<file path="config.mk">
export PLATFORM = sky130hd
export DESIGN_NAME = sprite_icon_engine_flat
export DESIGN_NICKNAME = d
export VERILOG_FILES = /design/src/rtl/sprite_icon_engine_pkg.sv /design/src/rtl/sprite_icon_engine_if.sv /design/src/rtl/sprite_icon_engine_addr_rotator.sv /design/src/rtl/sprite_icon_engine.sv /design/src/flat_wrapper.sv
export SDC_FILE = /design/constraint.sdc
export NUM_CORES = 1
export LEC_CHECK = 0
export ABC_AREA = 0
export BUFFER_PORTS_ARGS = -buffer_cell sky130_fd_sc_hd__buf_2
export CORE_MARGIN = 2
export CORE_UTILIZATION = 62
export CTS_BUF_LIST = sky130_fd_sc_hd__clkbuf_2
export CTS_CLUSTER_DIAMETER = 200
export DETAILED_ROUTE_END_ITERATION = 10
export GPL_ROUTABILITY_DRIVEN = 0
export PLACE_DENSITY = 0.92
export SETUP_SLACK_MARGIN = 0.3
export SKIP_CTS_REPAIR_TIMING = 1
export SYNTH_ARGS = -nofsm -noshare
export SYNTH_HDL_FRONTEND = slang
export SYNTH_SLANG_ARGS = --single-unit
</file>
<file path="constraint.sdc">
create_clock -name clock -period 4.4 [get_ports clock]
set_input_delay 0 -clock clock [delete_from_list [all_inputs] [get_ports clock]]
set_output_delay 0 -clock clock [all_outputs]
set_load 0.01 [all_outputs]
</file>
<file path="src/rtl/sprite_icon_engine_pkg.sv">
// Shared types and constants for the tank/burst sprite renderer.
package sprite_pkg;

  typedef enum logic [1:0] {
    DIR_N = 2'b00,
    DIR_E = 2'b01,
    DIR_S = 2'b10,
    DIR_W = 2'b11
  } dir_t;

  typedef enum logic [1:0] {
    ALIVE   = 2'd0,
    BURST   = 2'd1,
    RESPAWN = 2'd2
  } state_t;

  localparam logic [11:0] PAL_WHITE           = 12'hFFF;
  localparam logic [11:0] PAL_BLACK           = 12'h000;
  localparam logic [11:0] PAL_RED_DEFAULT     = 12'hA13;
  localparam logic [11:0] PAL_BLUE            = 12'h025;
  localparam logic [11:0] TRANSPARENT_DEFAULT = 12'hFFF;

  // Tank ROM stores 2-bit palette indices; entry 2 is the per-team colour.
  function automatic logic [11:0] palette(input logic [1:0] idx, input logic [11:0] red);
    logic [11:0] col;
    case (idx)
      2'd0:    col = PAL_WHITE;
      2'd1:    col = PAL_BLACK;
      2'd2:    col = red;
      default: col = PAL_BLUE;
    endcase
    return col;
  endfunction

endpackage

</file>
<file path="src/rtl/sprite_icon_engine_if.sv">
// Sprite ROM bus: one shared address, per-ROM enables, 1-clock read data.
interface sprite_icon_engine_if #(
  parameter int ICON_LOG2 = 5,
  parameter int COLOR_W   = 12
);
  logic [2*ICON_LOG2-1:0] rom_addr;
  logic                   rom_tank_en;
  logic                   rom_burst_en;
  logic [1:0]             rom_tank_data;
  logic [COLOR_W-1:0]     rom_burst_data;

  modport master (
    output rom_addr, rom_tank_en, rom_burst_en,
    input  rom_tank_data, rom_burst_data
  );

  modport slave (
    input  rom_addr, rom_tank_en, rom_burst_en,
    output rom_tank_data, rom_burst_data
  );
endinterface

</file>
<file path="src/rtl/sprite_icon_engine_addr_rotator.sv">
// Combinational sprite ROM address rotation by cardinal direction.
module sprite_addr_rotator
  import sprite_pkg::*;
#(
  parameter int ICON_LOG2 = 5
) (
  input  logic [ICON_LOG2-1:0]   r_i,
  input  logic [ICON_LOG2-1:0]   c_i,
  input  logic [1:0]             dir_i,
  output logic [2*ICON_LOG2-1:0] addr_o
);

  always_comb begin
    addr_o = {r_i, c_i};
    case (dir_t'(dir_i))
      DIR_N:   addr_o = {r_i, c_i};
      DIR_E:   addr_o = {~c_i, r_i};
      DIR_S:   addr_o = {~r_i, ~c_i};
      DIR_W:   addr_o = {c_i, ~r_i};
      default: addr_o = {r_i, c_i};
    endcase
  end

endmodule

</file>
<file path="src/rtl/sprite_icon_engine.sv">
// Tank/burst sprite renderer with hit -> burst -> respawn sequencing.
// Optional flashing explosion when SPRITE_BLINK_EN is defined.
module sprite_icon_engine
  import sprite_pkg::*;
#(
  parameter int               ICON_LOG2     = 5,
  parameter int               COLOR_W       = 12,
  parameter int               X_SHIFT       = 3,
  parameter int               Y_MULT        = 6,
  parameter int unsigned      BURST_CYCLES  = 32'h3000000,
  parameter int unsigned      RESPAWN_PULSE = 16,
  parameter logic [COLOR_W-1:0] TRANSPARENT = COLOR_W'(TRANSPARENT_DEFAULT),
  parameter logic [COLOR_W-1:0] TANK_RED    = COLOR_W'(PAL_RED_DEFAULT)
`ifdef SPRITE_BLINK_EN
  , parameter int             BLINK_BIT     = 22
`endif
) (
  input  logic                 clock,
  input  logic                 reset,
  input  logic [11:0]          pixel_column,
  input  logic [11:0]          pixel_row,
  input  logic [7:0]           loc_x,
  input  logic [7:0]           loc_y,
  input  logic [2:0]           orient,
  input  logic                 hit,
  sprite_icon_engine_if.master rom,
  output logic                 icon,
  output logic [COLOR_W-1:0]   icon_c,
  output logic                 burst,
  output logic                 respawn,
  output state_t               dbg_state
);

  // Fixed-latency stream, no valid/ready: a pixel is taken every clock and
  // its icon/icon_c appear exactly 3 clocks later; nothing back-pressures.
  localparam logic [31:0] BURST_LAST   = 32'(BURST_CYCLES - 1);
  localparam logic [31:0] RESPAWN_LAST = 32'(RESPAWN_PULSE - 1);

  state_t                 state_q;
  logic [31:0]            cnt_q;
  logic                   burst_q, respawn_q;
  logic [11:0]            col_base, row_base;
  logic [12:0]            col_end, row_end;
  logic [ICON_LOG2-1:0]   r_off, c_off;
  logic                   inside_d, inside_d1_q, inside_d2_q, burst_d2_q;
  logic [2*ICON_LOG2-1:0] rom_addr_d, rom_addr_q;
  logic [COLOR_W-1:0]     sel_color, icon_c_q;
  logic                   icon_d, icon_q;
  logic                   unused_orient;

  assign unused_orient = orient[0];

  // Upper bounds are 13 bits wide so an edge sprite never wraps to 0.
  assign col_base = 12'({loc_x, {X_SHIFT{1'b0}}});
  assign row_base = 12'(loc_y * Y_MULT);
  assign col_end  = {1'b0, col_base} + 13'(1 << ICON_LOG2);
  assign row_end  = {1'b0, row_base} + 13'(1 << ICON_LOG2);
  assign inside_d = (pixel_column >= col_base) && ({1'b0, pixel_column} < col_end) &&
                    (pixel_row >= row_base) && ({1'b0, pixel_row} < row_end);
  assign r_off    = ICON_LOG2'(pixel_row - row_base);
  assign c_off    = ICON_LOG2'(pixel_column - col_base);

  sprite_addr_rotator #(.ICON_LOG2(ICON_LOG2)) u_rot (
    .r_i    (r_off),
    .c_i    (c_off),
    .dir_i  (orient[2:1]),
    .addr_o (rom_addr_d)
  );

  // burst_d2_q mirrors the ROM enable that was active when S2 data was read.
  assign sel_color = burst_d2_q ? rom.rom_burst_data
                                : COLOR_W'(palette(rom.rom_tank_data, 12'(TANK_RED)));

  always_comb begin
    icon_d = inside_d2_q && (sel_color != TRANSPARENT);
`ifdef SPRITE_BLINK_EN
    if (state_q == BURST && cnt_q[BLINK_BIT]) icon_d = 1'b0;
`endif
  end

  always_ff @(posedge clock) begin
    if (!reset) begin
      rom_addr_q  <= '0;
      inside_d1_q <= 1'b0;
      inside_d2_q <= 1'b0;
      burst_d2_q  <= 1'b0;
      icon_q      <= 1'b0;
      icon_c_q    <= '0;
    end else begin
      rom_addr_q  <= rom_addr_d;
      inside_d1_q <= inside_d;
      inside_d2_q <= inside_d1_q;
      burst_d2_q  <= burst_q;
      icon_q      <= icon_d;
      if (inside_d2_q) icon_c_q <= sel_color;
    end
  end

  // A hit in BURST restarts the count and takes priority over terminal count.
  always_ff @(posedge clock) begin
    if (!reset) begin
      state_q   <= ALIVE;
      cnt_q     <= '0;
      burst_q   <= 1'b0;
      respawn_q <= 1'b0;
    end else begin
      case (state_q)
        ALIVE: begin
          if (hit) begin
            state_q <= BURST;
            cnt_q   <= '0;
            burst_q <= 1'b1;
          end
        end
        BURST: begin
          if (hit) begin
            cnt_q <= '0;
          end else if (cnt_q == BURST_LAST) begin
            state_q   <= RESPAWN;
            cnt_q     <= '0;
            burst_q   <= 1'b0;
            respawn_q <= 1'b1;
          end else begin
            cnt_q <= cnt_q + 32'd1;
          end
        end
        RESPAWN: begin
          if (cnt_q == RESPAWN_LAST) begin
            state_q   <= ALIVE;
            cnt_q     <= '0;
            respawn_q <= 1'b0;
          end else begin
            cnt_q <= cnt_q + 32'd1;
          end
        end
        default: begin
          state_q   <= ALIVE;
          cnt_q     <= '0;
          burst_q   <= 1'b0;
          respawn_q <= 1'b0;
        end
      endcase
    end
  end

  assign rom.rom_addr     = rom_addr_q;
  assign rom.rom_burst_en = burst_q;
  assign rom.rom_tank_en  = ~burst_q;
  assign icon             = icon_q;
  assign icon_c           = icon_c_q;
  assign burst            = burst_q;
  assign respawn          = respawn_q;
  assign dbg_state        = state_q;

endmodule

</file>
<file path="src/flat_wrapper.sv">
// flat-port wrapper written by rule: the top's interface ports become plain ports
module sprite_icon_engine_flat import sprite_pkg::*;
#(
  parameter int               ICON_LOG2     = 5,
  parameter int               COLOR_W       = 12,
  parameter int               X_SHIFT       = 3,
  parameter int               Y_MULT        = 6,
  parameter int unsigned      BURST_CYCLES  = 32'h3000000,
  parameter int unsigned      RESPAWN_PULSE = 16,
  parameter logic [COLOR_W-1:0] TRANSPARENT = COLOR_W'(TRANSPARENT_DEFAULT),
  parameter logic [COLOR_W-1:0] TANK_RED    = COLOR_W'(PAL_RED_DEFAULT)

)
  (clock, reset, pixel_column, pixel_row, loc_x, loc_y, orient, hit, icon, icon_c, burst, respawn, dbg_state, rom_rom_addr, rom_rom_tank_en, rom_rom_burst_en, rom_rom_tank_data, rom_rom_burst_data);
  sprite_icon_engine_if #(.ICON_LOG2(ICON_LOG2), .COLOR_W(COLOR_W)) rom_i ();
  input  logic clock;
  input  logic reset;
  input  logic [11:0] pixel_column;
  input  logic [11:0] pixel_row;
  input  logic [7:0] loc_x;
  input  logic [7:0] loc_y;
  input  logic [2:0] orient;
  input  logic hit;
  output logic icon;
  output logic [COLOR_W-1:0] icon_c;
  output logic burst;
  output logic respawn;
  output state_t dbg_state;
  output wire logic [$bits(rom_i.rom_addr)-1:0] rom_rom_addr;
  output wire logic [$bits(rom_i.rom_tank_en)-1:0] rom_rom_tank_en;
  output wire logic [$bits(rom_i.rom_burst_en)-1:0] rom_rom_burst_en;
  input wire logic [$bits(rom_i.rom_tank_data)-1:0] rom_rom_tank_data;
  input wire logic [$bits(rom_i.rom_burst_data)-1:0] rom_rom_burst_data;
  assign rom_rom_addr = rom_i.rom_addr;
  assign rom_rom_tank_en = rom_i.rom_tank_en;
  assign rom_rom_burst_en = rom_i.rom_burst_en;
  assign rom_i.rom_tank_data = rom_rom_tank_data;
  assign rom_i.rom_burst_data = rom_rom_burst_data;
  sprite_icon_engine #(.ICON_LOG2(ICON_LOG2), .COLOR_W(COLOR_W), .X_SHIFT(X_SHIFT), .Y_MULT(Y_MULT), .BURST_CYCLES(BURST_CYCLES), .RESPAWN_PULSE(RESPAWN_PULSE), .TRANSPARENT(TRANSPARENT), .TANK_RED(TANK_RED)) u_core (.clock(clock), .reset(reset), .pixel_column(pixel_column), .pixel_row(pixel_row), .loc_x(loc_x), .loc_y(loc_y), .orient(orient), .hit(hit), .rom(rom_i), .icon(icon), .icon_c(icon_c), .burst(burst), .respawn(respawn), .dbg_state(dbg_state));
endmodule
</file>
Word-level counts from Yosys, hierarchy flattened
Index checks and enable logic that the tools add are counted.
{ "op_classes": {"n_mul": 1, "magnitude_cmp": 4, "div_mod_pow": 0, "muxes": 21, "bitwise": 5, "shifts": 0, "eq_ne": 14, "n_reduce_logical": 10, "addsub": 5} }
{ "ops": {"columns": ["op", "n"], "rows": [
  ["32-bit two-way mux", 4],
  ["32-bit one-hot mux with 3 select lines", 1],
  ["10-bit one-hot mux with 4 select lines", 1],
  ["12-bit one-hot mux with 3 select lines", 1],
  ["32-bit by 1-bit adder with 32-bit output, second input constant", 1],
  ["32-bit by 26-bit == test with 1-bit output, second input constant", 1],
  ["32-bit by 4-bit == test with 1-bit output, second input constant", 1],
  ["11-bit by 6-bit adder with 12-bit output, second input constant", 2],
  ["12-bit by 11-bit >= comparator with 1-bit output", 2],
  ["12-bit < comparator", 2],
  ["12-bit two-way mux", 1],
  ["12-bit != test, second input constant", 1],
  ["4-bit AND reduction", 3],
  ["8-bit by 2-bit multiplier with 10-bit output, second input constant", 1],
  ["5-bit inverter", 2],
  ["5-bit subtractor", 2],
  ["2-bit == test, second input constant", 4],
  ["2-bit two-way mux", 4],
  ["2-bit by 1-bit == test with 1-bit output, second input constant", 3],
  ["2-bit logical NOT", 3],
  ["1-bit two-way mux", 6],
  ["1-bit one-hot mux with 3 select lines", 2],
  ["2-bit one-hot mux with 3 select lines", 1],
  ["1-bit logical AND", 4],
  ["other kinds (3)", 7]
]} }
{ "word_totals": {"latchBits": 0, "romBits": 0, "out_inout_bits": 29, "mem_bits_rw": 0, "regBits": 62, "memories": 0} }

Logic depth before layout (Yosys ltp)
Gate-level depths: netlist of run 1.
{ "logic_depth": {"depth_word": 5, "depth_mapped": 16, "depth_no_buf": 16} }

By module
Synthesis of run 1 repeated with hierarchy kept, for this count alone.
{ "unflattened": {"cells_unflattened": 544, "area_unflattened_um2": 4458.0} }
{ "modules_own_cells": {"columns": ["mod", "area_per_inst_um2", "cells_each", "n_inst"], "rows": [
  ["sprite_icon_engine", 4244.1, 516, 1],
  ["sprite_addr_rotator", 214.0, 28, 1]
]} }

Worst setup path before layout of run 1
Ideal clock, no wire load.
{ "synth_path": {"kind": "input to register", "from": "input loc_y[0]", "to": "register u_core.inside_d1_q", "arrival_ns": 2.945, "stages": 15, "setup_slack_ns": 1.377, "path_buffers": 0, "cell_sequence": "ha_1 -> inv_1 -> fa_1 -> nand2b_1 -> a21o_1 -> a211oi_1 -> nand3_1 -> or3_1 -> ha_1 -> and3_1 -> nand3_1 -> o2111ai_1 -> a211oi_1 -> nand4b_1 -> nor3_1"} }
{ "synth_between": {"elab_chain_len": 4} }
{ "synth_rtl": {"columns": ["element", "line_no", "text"], "rows": [
  ["from (decl)", "flat_wrapper.sv:21", "input logic [7:0] loc_y;"],
  ["8-bit by 2-bit multiplier with 10-bit output *", "sprite_icon_engine.sv:55", "assign row_base = 12'(loc_y * Y_MULT);"],
  ["11-bit by 6-bit adder with 12-bit output / 12-bit by 11-bit >= comparator with 1-bit output (equally long branches)", "sprite_icon_engine.sv:57, sprite_icon_engine.sv:59", null],
  ["12-bit < comparator / 1-bit logical AND (equally long branches)", "sprite_icon_engine.sv:59, sprite_icon_engine.sv:58", null],
  ["1-bit logical AND *", "sprite_icon_engine.sv:59", "(pixel_row >= row_base) && ({1'b0, pixel_row} < row_end);"],
  ["to (signal assigned)", "sprite_icon_engine.sv:91", "inside_d1_q <= inside_d;"],
  ["to (decl)", "sprite_icon_engine.sv:45", "logic inside_d, inside_d1_q, inside_d2_q, burst_d2_q;"]
]} }
Every way passes the cells marked *; elsewhere a longest branch is shown, timed or not.
A chain may end at the register's enable or synchronous reset.

Final worst setup path of run 1
{ "layout_path": {"from": "input loc_y[1]", "to": "register u_core.inside_d1_q"} }
Same word-level chain as after synthesis.

==> qor.yml, run 1 <==
outcome:
  status: "complete, no violations"
logic_synthesis:
  syn_area_um2: 4550
  synth-edff-count: 0
  synthesis.nets: 671
  yosysSeqAreaShare: 0.273
  ys_ff_latch: 62
  avgSynthCellArea_um2: 8.12
  async_reset_ff_frac: 0
  yosysWarnings: 0
  synthDistinctLibCells: 64
  synth_cells: 561
  synth_top_flop_cell: "dfxtp_1"
timing:
  slew_headroom: 0.524
  setup_viol: 0
  fmaxAchievable_mhz: 322
  finalHoldViolations: 0
  finalSetupTns_ns: 0
  hold_ws_ns: 0.000519
  finalCriticalPeriod_ns: 3.11
  tightest_slew_ns: 0.712
  skew_ns: 0.0414
  rsz0062_at_grt: "false"
  finalMaxSlewViolations: 0
  period_share: 0.706
clock_network:
  cts-root-buf: "clkbuf_2"
  h-tree-depth: 3
  cts_tree: "yes"
  clk_pin_slew_ns: 0.20
  cts_buffers: 9
  cts_sinks: 62
  clock_path_buffers: 2
  clkLatencyLatePin_ns: 0.55
critical_path:
  slowest_stage: "a211oi_1"
  path_max_fanout: 5
  crit_path_start: "loc_y[1]"
  cp_num_buf_inv: 2
  startpoint_type: "input pin"
  cp.arrival_ns: 3.58
  crit_family: "simple AND/OR/NAND/NOR gates"
  crit_path_max_incr_delay_ns: 0.58
  critical_path.cell_chain: "buf_2, ha_1, inv_1, fa_1, nand2b_1, a21o_1, a211oi_1, nand3_1, or3_1, ha_1, and3_1, nand3_1, o2111ai_1, a211oi_1, nand4b_1, nor3_1"
  path_class: "input pin to register"
  end_kind: "register"
  rr_startpoint: "u_core.cnt_q[8]"
  required_ns: 4.88
global_route:
  grt_pass1_vias: 4067
  grt_max_degree: 40
  grt_overflow_total: 0
  grt_pass1_wl_um: 17700
  grt.total_usage: 0.260
  antenna_found_initial: 1
layout:
  final_nets: 778
  final-seq-area_um2: 1240
  fin_cells: 773
  multi_input_area_um2: 3040
  drive_above_1_share: 0.171
  area.growth.synth_to_final_pct: 19.0
  design_area_um2: 5420
  n_fill_cell: 445
route:
  highest_layer: "met4"
  routedWlPerCell_um: 15.6
  first_pass_iters: 6
  postRouteWirelength_um: 12100
  wl_met2_um: 6130
  ant_nets: 0
  route.detailed.drc: 0
  vias: 4731
  met3_length_um: 769
  drt-met1-wl_um: 4870
  drtIter0Drc: 413
  vias_per_cell: 6.12
floorplan:
  fp-row-count: 31
  io_pins: 89
  die_x_um: 89.7
  coreArea_um2: 7180
  die_h_um: 89.7
  fp.dieArea_um2: 8050
  initial_core_util: 0.635
power_and_ir_drop:
  leakage_nw: 2.32
  vdd_drop_max_v: 0.000122
  cellPowerDensity_nw_per_um2: 251
job:
  drv_cap: 0
place:
  dpl.cell_count: 727
  dpl.hpwl_um: 7850
  io_buffers: 87
  placed_area_um2: 5010
hold_path:
  worstHoldStart: "pixel_column[11]"
  hold_path.class: "input pin to register"
## flip-flops by register name, indices dropped and copies added (netlist names)
register / count
u_core.icon_c: 12
u_core.respawn: 1
u_core.burst_d2_q: 1
u_core.inside_d2_q: 1
u_core.inside_d1_q: 1
u_core.burst: 1
u_core.rom.rom_addr: 10
u_core.dbg_state: 2
u_core.cnt_q: 32
u_core.icon: 1
## cell usage after synthesis, drive strengths merged (4+ instances only)
| master | count | area [um2] |
|---|---|---|
| o211ai | 6 | 45.0 |
| a21oi | 45 | 225 |
| nand4 | 14 | 87.6 |
| a31oi | 22 | 138 |
| a21o | 4 | 30.0 |
| nor4 | 10 | 83.8 |
| xor2 | 9 | 78.8 |
| and2 | 15 | 93.8 |
| or3 | 5 | 31.3 |
| and3 | 7 | 43.8 |
| nor2 | 22 | 82.6 |
| a211oi | 4 | 30.0 |
| clkbuf | 15 | 56.3 |
| o2111ai | 4 | 35.0 |
| mux2i | 9 | 90.1 |
| xnor2 | 18 | 158 |
| nor3 | 13 | 76.3 |
| nand2b | 15 | 93.8 |
| o21ai | 34 | 170 |
| buf | 6 | 57.6 |
| inv | 42 | 158 |
| nand2 | 42 | 160 |
| dfxtp | 62 | 1240 |
| ha | 48 | 601 |
| nor2b | 8 | 50.1 |
| nand3 | 27 | 135 |
| a21boi | 6 | 45.0 |
## placed cells by master (no fill, tap or decap), drive strengths merged, types with 4 or more instances in the layout
| cell | n |
|---|---|
| a21oi | 45 |
| clkinv | 5 |
| nor2 | 22 |
| nand2b | 15 |
| nor4 | 10 |
| nand3 | 27 |
| ha | 48 |
| dfxtp | 62 |
| o211ai | 6 |
| a211oi | 4 |
| a21o | 4 |
| dlygate4sd3 | 29 |
| nor2b | 8 |
| and2 | 15 |
| buf | 88 |
| inv | 43 |
| nand2 | 42 |
| clkbuf | 9 |
| a31oi | 22 |
| mux2i | 9 |
| a21boi | 6 |
| xor2 | 9 |
| or3 | 5 |
| nand4 | 14 |
| o2111ai | 4 |
| nor3 | 13 |
| xnor2 | 18 |
| o21ai | 34 |
| and3 | 7 |
## cell type report
cell class | instances | area share
clock inverter | 7 | 0.0136
sequential | 62 | 0.229
timing repair buffer | 117 | 0.135
clock buffer | 9 | 0.00831
multi-input combinational | 436 | 0.561
antenna | 1 | 0.000462
tap | 99 | 0.0229
inverter | 42 | 0.0291
## report_power, final
part / internal [mW] / total, mW / switching (mW)
sequential: 0.581 / 0.593 / 0.0120
clock: 0.133 / 0.380 / 0.246
combinational: 0.175 / 0.389 / 0.214
total: 0.890 / 1.36 / 0.472
## metrics by stage
step                      power (mW)  utilization  worst slack (ns)
after global placement         0.941        0.698             0.995
after CTS                       1.32        0.714              1.32
final                           1.36        0.755              1.29
after detailed placement       0.959        0.698             0.784
after global routing            1.43        0.755              1.07
after floorplan                0.852            -              1.38
## worst paths after layout
check	depth (start not counted)	end	slack [ns]
worst min-delay path	5	u_core.inside_d1_q	0.0005
worst max-delay path	16	u_core.inside_d1_q	1.29
worst max register to register	6	u_core.cnt_q[28]	1.67
worst min register to register	2	u_core.respawn	0.47
## layer usage
layer | vias up | GRT usage
met2 | 214 | 0.456
met4 | 0 | 0.0885
met1 | 2221 | 0.326
met3 | 34 | 0.0419
met5 | - | 0
li1 | 2262 | -
## cells by family after synthesis
family	count (synthesis)	synth area share
XOR/XNOR	27	0.0519
flip-flops	62	0.273
AND/OR/NAND/NOR	194	0.235
buffers and inverters	63	0.0596
adder cells (fa/ha/maj)	50	0.141
AO/OA/AOI/OAI	156	0.221
multiplexers	9	0.0198
## worst register-to-register path, stage by stage (launching register included)
cell and delay (ns):
dfxtp_1 0.50, nand2_2 0.11, or4b_1 0.71, nor4_4 0.46
a2bb2oi_4 0.45, o21ai_0 0.18, a22o_1 0.27
Power figures use the tool's default switching activity.
==> run 2, diff against run 1 <==
--- a/config.mk
+++ b/config.mk
@@ -8,12 +8,12 @@
 export ABC_AREA = 0
 export BUFFER_PORTS_ARGS = -buffer_cell sky130_fd_sc_hd__buf_2
 export CORE_MARGIN = 2
-export CORE_UTILIZATION = 62
+export CORE_UTILIZATION = 52
 export CTS_BUF_LIST = sky130_fd_sc_hd__clkbuf_2
 export CTS_CLUSTER_DIAMETER = 200
 export DETAILED_ROUTE_END_ITERATION = 10
 export GPL_ROUTABILITY_DRIVEN = 0
-export PLACE_DENSITY = 0.92
+export PLACE_DENSITY = 0.83
 export SETUP_SLACK_MARGIN = 0.3
 export SKIP_CTS_REPAIR_TIMING = 1
 export SYNTH_ARGS = -nofsm -noshare
==> constraint.sdc (replaced) <==
create_clock -name clock -period 2.7 [get_ports clock]
set_input_delay 0 -clock clock [delete_from_list [all_inputs] [get_ports clock]]
set_output_delay 0 -clock clock [all_outputs]
set_load 0.01 [all_outputs]
==> qor.yml, run 2 (synthesized netlist as in run 1, its figures left out) <==
outcome:
  status: "finished, violations left"
  violations: "hold timing"
power_and_ir_drop:
  vdd_drop_max_v: 0.000184
  swShare: 0.345
  leakage_nw: 2.53
  p_clk_frac: 0.259
  power_frac_comb: 0.327
  internal_power_mw: 1.52
  cellPowerDensity_nw_per_um2: 397
  seqPwrFrac: 0.414
  p_sw_mw: 0.803
timing:
  setup_viol: 0
  fmaxAchievable_mhz: 411
  finalCriticalPeriod_ns: 2.43
  period_share: 0.901
  tightest_slew_ns: 0.756
  slew_headroom: 0.495
  finalHoldViolations: 1
  skew_ns: 0.0194
  rsz0062_at_grt: "true"
  hold_ws_ns: -0.0598
  finalMaxSlewViolations: 0
place:
  io_buffers: 87
  dpl.hpwl_um: 8710
  placed_area_um2: 5320
layout:
  final_common_cell: "buf_2"
  final_nets: 811
  largest_reg_flops: 32
  mostFrequentLayoutCells: "buf_2, dfxtp_1, ha_1"
  area.growth.synth_to_final_pct: 28.6
  num_antenna_cells: 0
  final_util: 0.682
  design_area_um2: 5860
  regMostFlops: "u_core.cnt_q"
  drive_above_1_share: 0.262
critical_path:
  path_max_fanout: 3
  cp.arrival_ns: 2.91
  slowest_stage: "fa_2"
  required_ns: 3.17
  cp_num_buf_inv: 4
  end_kind: "register"
  crit_path_max_incr_delay_ns: 0.37
  path_class: "input pin to register"
  crit_family: "simple AND/OR/NAND/NOR gates"
  startpoint_type: "input pin"
  critical_path.cell_chain: "buf_2, ha_4, inv_2, fa_2, nand2b_4, a21o_4, a211oi_4, nand3_2, buf_4, buf_4, xnor2_1, ha_1, and3_4, nand3_2, o2111ai_1, a211oi_2, nand4b_1, nor3_2"
route:
  routedWlPerCell_um: 15.6
  route.detailed.drc: 0
  ant_nets: 0
  first_pass_iters: 5
  postRouteWirelength_um: 12700
  vias_per_cell: 5.88
  vias: 4790
  drtIter0Drc: 379
clock_network:
  clock_path_buffers: 2
  h-tree-depth: 3
  cts_buffers: 9
  cts_tree: "yes"
  clk_pin_slew_ns: 0.18
  clkLatencyLatePin_ns: 0.54
  cts-root-buf: "clkbuf_2"
  cts_sinks: 62
global_route:
  antenna_found_initial: 0
  use_met2: 0.422
  busiest_layer: "met2"
  grt_use_met1: 0.272
  grt_max_degree: 40
  grt_overflow_total: 0
  grt.total_usage: 0.233
  grt_pass1_vias: 4400
  grt_pass1_wl_um: 18800
  grt_use_met3: 0.0403
job:
  drv_cap: 0
hold_path:
  hold_path.class: "input pin to register"
floorplan:
  initial_core_util: 0.530
  coreArea_um2: 8590
  fp.dieArea_um2: 9520
  io_pins: 89
  fp-row-count: 34
  die_h_um: 97.6
  die_x_um: 97.6
run 2: path summary, 6_finish.rpt:
kind                      startpoint                  to  slack, ns  cells after the start
hold / removal      pixel_column[11]  u_core.inside_d1_q      -0.06                      5
hold reg to reg   u_core.inside_d1_q  u_core.inside_d2_q       0.46                      1
setup / recovery            loc_y[1]  u_core.inside_d1_q       0.27                     18
setup reg to reg     u_core.cnt_q[8]    u_core.cnt_q[28]       0.33                      7
run 2: per-stage QoR:
step,cells,setup WS (ns),TNS [ns],power (mW)
detailed placement,764,-0.327,-0.327,1.66
global route,814,0.150,0,2.44
CTS,780,0.201,0,2.25
floorplan,561,-0.0389,-0.0389,1.41
global placement,764,-0.207,-0.207,1.63
finish,814,0.267,0,2.33
run 2: worst min-delay path, stage by stage:
cell and delay (ns):
buf_2 0.10, a2111oi_0 0.06, o21ai_0 0.08, nand4b_1 0.10
nor3_2 0.10
run 2: area by class of cell:
class	count	area, um2
well taps	108	135
multi-input cells	436	3190
clock inverters	7	72.6
flip-flops and latches	62	1260
clock buffers	9	45.0
repair buffers	150	1000
inverters	42	158
fillers	645	2740
run 2: power groups by stage:
stage / clock network [mW] / registers, mW / logic, mW
5_1_grt: 0.637 / 0.965 / 0.838
3_5_place_dp: 0 / 0.981 / 0.677
2_1_floorplan: 0 / 0.990 / 0.423
3_3_place_gp: 0 / 0.980 / 0.647
4_1_cts: 0.603 / 0.962 / 0.681
6_report: 0.603 / 0.962 / 0.761
run 2: routing by layer:
layer	share of wire	wire (um)
met5	0	0
met4	0.041	519
met3	0.053	681
met2	0.50	6430
met1	0.40	5100
==> run 3, diff against run 2 <==
--- a/config.mk
+++ b/config.mk
@@ -5,10 +5,10 @@
 export SDC_FILE = /design/constraint.sdc
 export NUM_CORES = 1
 export LEC_CHECK = 0
-export ABC_AREA = 0
+export ABC_AREA = 1
 export BUFFER_PORTS_ARGS = -buffer_cell sky130_fd_sc_hd__buf_2
 export CORE_MARGIN = 2
-export CORE_UTILIZATION = 52
+export CORE_UTILIZATION = 53
 export CTS_BUF_LIST = sky130_fd_sc_hd__clkbuf_2
 export CTS_CLUSTER_DIAMETER = 200
 export DETAILED_ROUTE_END_ITERATION = 10
==> qor.yml, run 3 <==
logic_synthesis:
  synth_area_leaders: "dfxtp_1, nand2_1, ha_1, inv_1, nor2_1"
  muxShareOfSynthArea: 0
  async_reset_ff_frac: 0
  synth.most_common_cell: "nand2_1"
  synth_top_area_share: 0.251
  synth_xor_area_frac: 0.0425
  synthesis.nets: 884
  yosysSeqAreaShare: 0.251
  synth_adder_area_share: 0.129
  synth_commonest_cells: "nand2_1, inv_1, nor2_1"
  synth-simple-area-share: 0.349
  synth_cells: 774
  syn_area_um2: 4950
  ys_ff_latch: 62
  yosysWarnings: 0
  synth-edff-count: 0
  synth_compound_area_frac: 0.123
  synth_area_leader_cell: "dfxtp_1"
  synth_top_flop_cell: "dfxtp_1"
  avgSynthCellArea_um2: 6.40
  synth_top_family_by_area: "simple AND/OR/NAND/NOR gates"
  synthDistinctLibCells: 40
global_route:
  grt_overflow_total: 0
  grt_pass1_wl_um: 19800
  grt_max_degree: 40
  grt.total_usage: 0.239
  grt_pass1_vias: 4627
  antenna_found_initial: 0
clock_network:
  clk_pin_slew_ns: 0.15
  clock_path_buffers: 2
  clkLatencyLatePin_ns: 0.50
  h-tree-depth: 3
  cts-root-buf: "clkbuf_2"
  cts_buffers: 9
  cts_sinks: 62
  cts_tree: "yes"
hold_path:
  worstHoldStart: "pixel_row[10]"
  hold_path.class: "input pin to register"
critical_path:
  slowest_stage: "fa_1"
  startpoint_type: "input pin"
  end_kind: "register"
  path_max_fanout: 3
  crit_path_start: "loc_y[1]"
  cpMostUsedCell: "nand2_1"
  crit_path_max_incr_delay_ns: 0.42
  path_class: "input pin to register"
  rr_startpoint: "u_core.dbg_state[0]"
  cp.arrival_ns: 2.66
  required_ns: 3.14
  critical_path.cell_chain: "buf_2, ha_1, inv_1, fa_1, nand3b_1, nand2_1, xor2_1, ha_1, buf_4, xor2_1, ha_1, a21oi_1, nand2_1, nand2_1, nand2_1, a21oi_1, nand3_1, nor2_1"
outcome:
  violations: "hold timing"
  status: "finished, violations left"
job:
  drv_cap: 0
power_and_ir_drop:
  seqPwrFrac: 0.400
  swShare: 0.426
  vdd_drop_max_v: 0.000243
  p_sw_mw: 1.09
  power_frac_comb: 0.431
  leakage_nw: 2.90
  power_mw: 2.55
  p_clk_frac: 0.168
  cellPowerDensity_nw_per_um2: 438
  internal_power_mw: 1.47
layout:
  n_fill_cell: 813
  design_area_um2: 5830
  final_util: 0.637
  fin_cells: 999
  final_nets: 994
  area.growth.synth_to_final_pct: 17.8
  mostFrequentLayoutCells: "nand2_1, inv_1, buf_2"
  multi_input_area_um2: 3200
  num_antenna_cells: 0
  drive_above_1_share: 0.148
  final-seq-area_um2: 1240
  regMostFlops: "u_core.cnt_q"
  final_common_cell: "nand2_1"
  largest_reg_flops: 32
route:
  first_pass_iters: 5
  ant_nets: 0
  route.detailed.drc: 0
  drtIter0Drc: 267
  postRouteWirelength_um: 12800
  vias_per_cell: 5.22
  routedWlPerCell_um: 12.8
  vias: 5217
timing:
  slew_headroom: 0.605
  period_share: 0.823
  hold_ws_ns: -0.0338
  fmaxAchievable_mhz: 450
  finalHoldViolations: 1
  finalMaxSlewViolations: 0
  rsz0062_at_grt: "false"
  setup_viol: 0
  finalCriticalPeriod_ns: 2.22
  tightest_slew_ns: 0.588
  skew_ns: 0.0291
place:
  placed_area_um2: 5480
  io_buffers: 87
  dpl.cell_count: 957
  dpl.hpwl_um: 9280
floorplan:
  coreArea_um2: 9150
  fp.dieArea_um2: 10100
  die_x_um: 101
  io_pins: 89
  fp-row-count: 35
  initial_core_util: 0.541
  die_h_um: 101
==> run 3: per-layer routing <==
metal | part of all wire | global-route usage
met4 | 0.022 | 0.0738
met1 | 0.42 | 0.287
met2 | 0.49 | 0.418
met5 | 0 | 0
met3 | 0.065 | 0.0583
==> run 3: metrics by stage <==
step                setup WS [ns]  TNS [ns]  hold slack [ns]
CTS                         0.518         0           -0.319
global route                0.252         0         -0.00322
floorplan                   0.309         0           0.0900
global placement           0.0978         0            0.235
detailed placement       -0.00694  -0.00694            0.234
finish                      0.478         0          -0.0338
==> run 3: final timing paths <==
path	endpoint	slack [ns]	cells past startpoint
worst min register to register	u_core.inside_d2_q	0.43	2
worst max register to register	u_core.cnt_q[18]	0.49	11
worst max-delay path	u_core.inside_d1_q	0.48	18
worst min-delay path	u_core.inside_d1_q	-0.03	5
==> run 3: power groups by stage <==
stage	Clock (mW)	Combinational (mW)	Sequential, mW
after floorplan	0	0.722	1.04
after global placement	0	1.02	1.03
after detailed placement	0	1.04	1.04
after CTS	0.446	1.04	1.02
after global routing	0.480	1.23	1.03
final	0.430	1.10	1.02
==> run 3: layout make-up <==
type,count,share of cell area
Sequential cell,62,0.213
Multi-Input combinational cell,578,0.549
Clock inverter,6,0.00515
Clock buffer,9,0.00772
Timing Repair Buffer,120,0.129
Inverter,113,0.0732
Tap cell,111,0.0238
==> run 3: logic make-up after synthesis <==
kind of cell	Yosys count
DFF	62
AOI/OAI and AO/OA	109
buffers and inverters	134
and+or+nand+nor	395
xor gates and xnor gates	24
adders and majority gates	50
==> run 3: critical path: cells and delay by family <==
family	cells	cell delay, ns
buffers and inverters	3	0.30
AND/OR/NAND/NOR	7	0.66
adder cells (fa/ha/maj)	4	1.07
AO/OA/AOI/OAI	2	0.27
XOR/XNOR	2	0.37
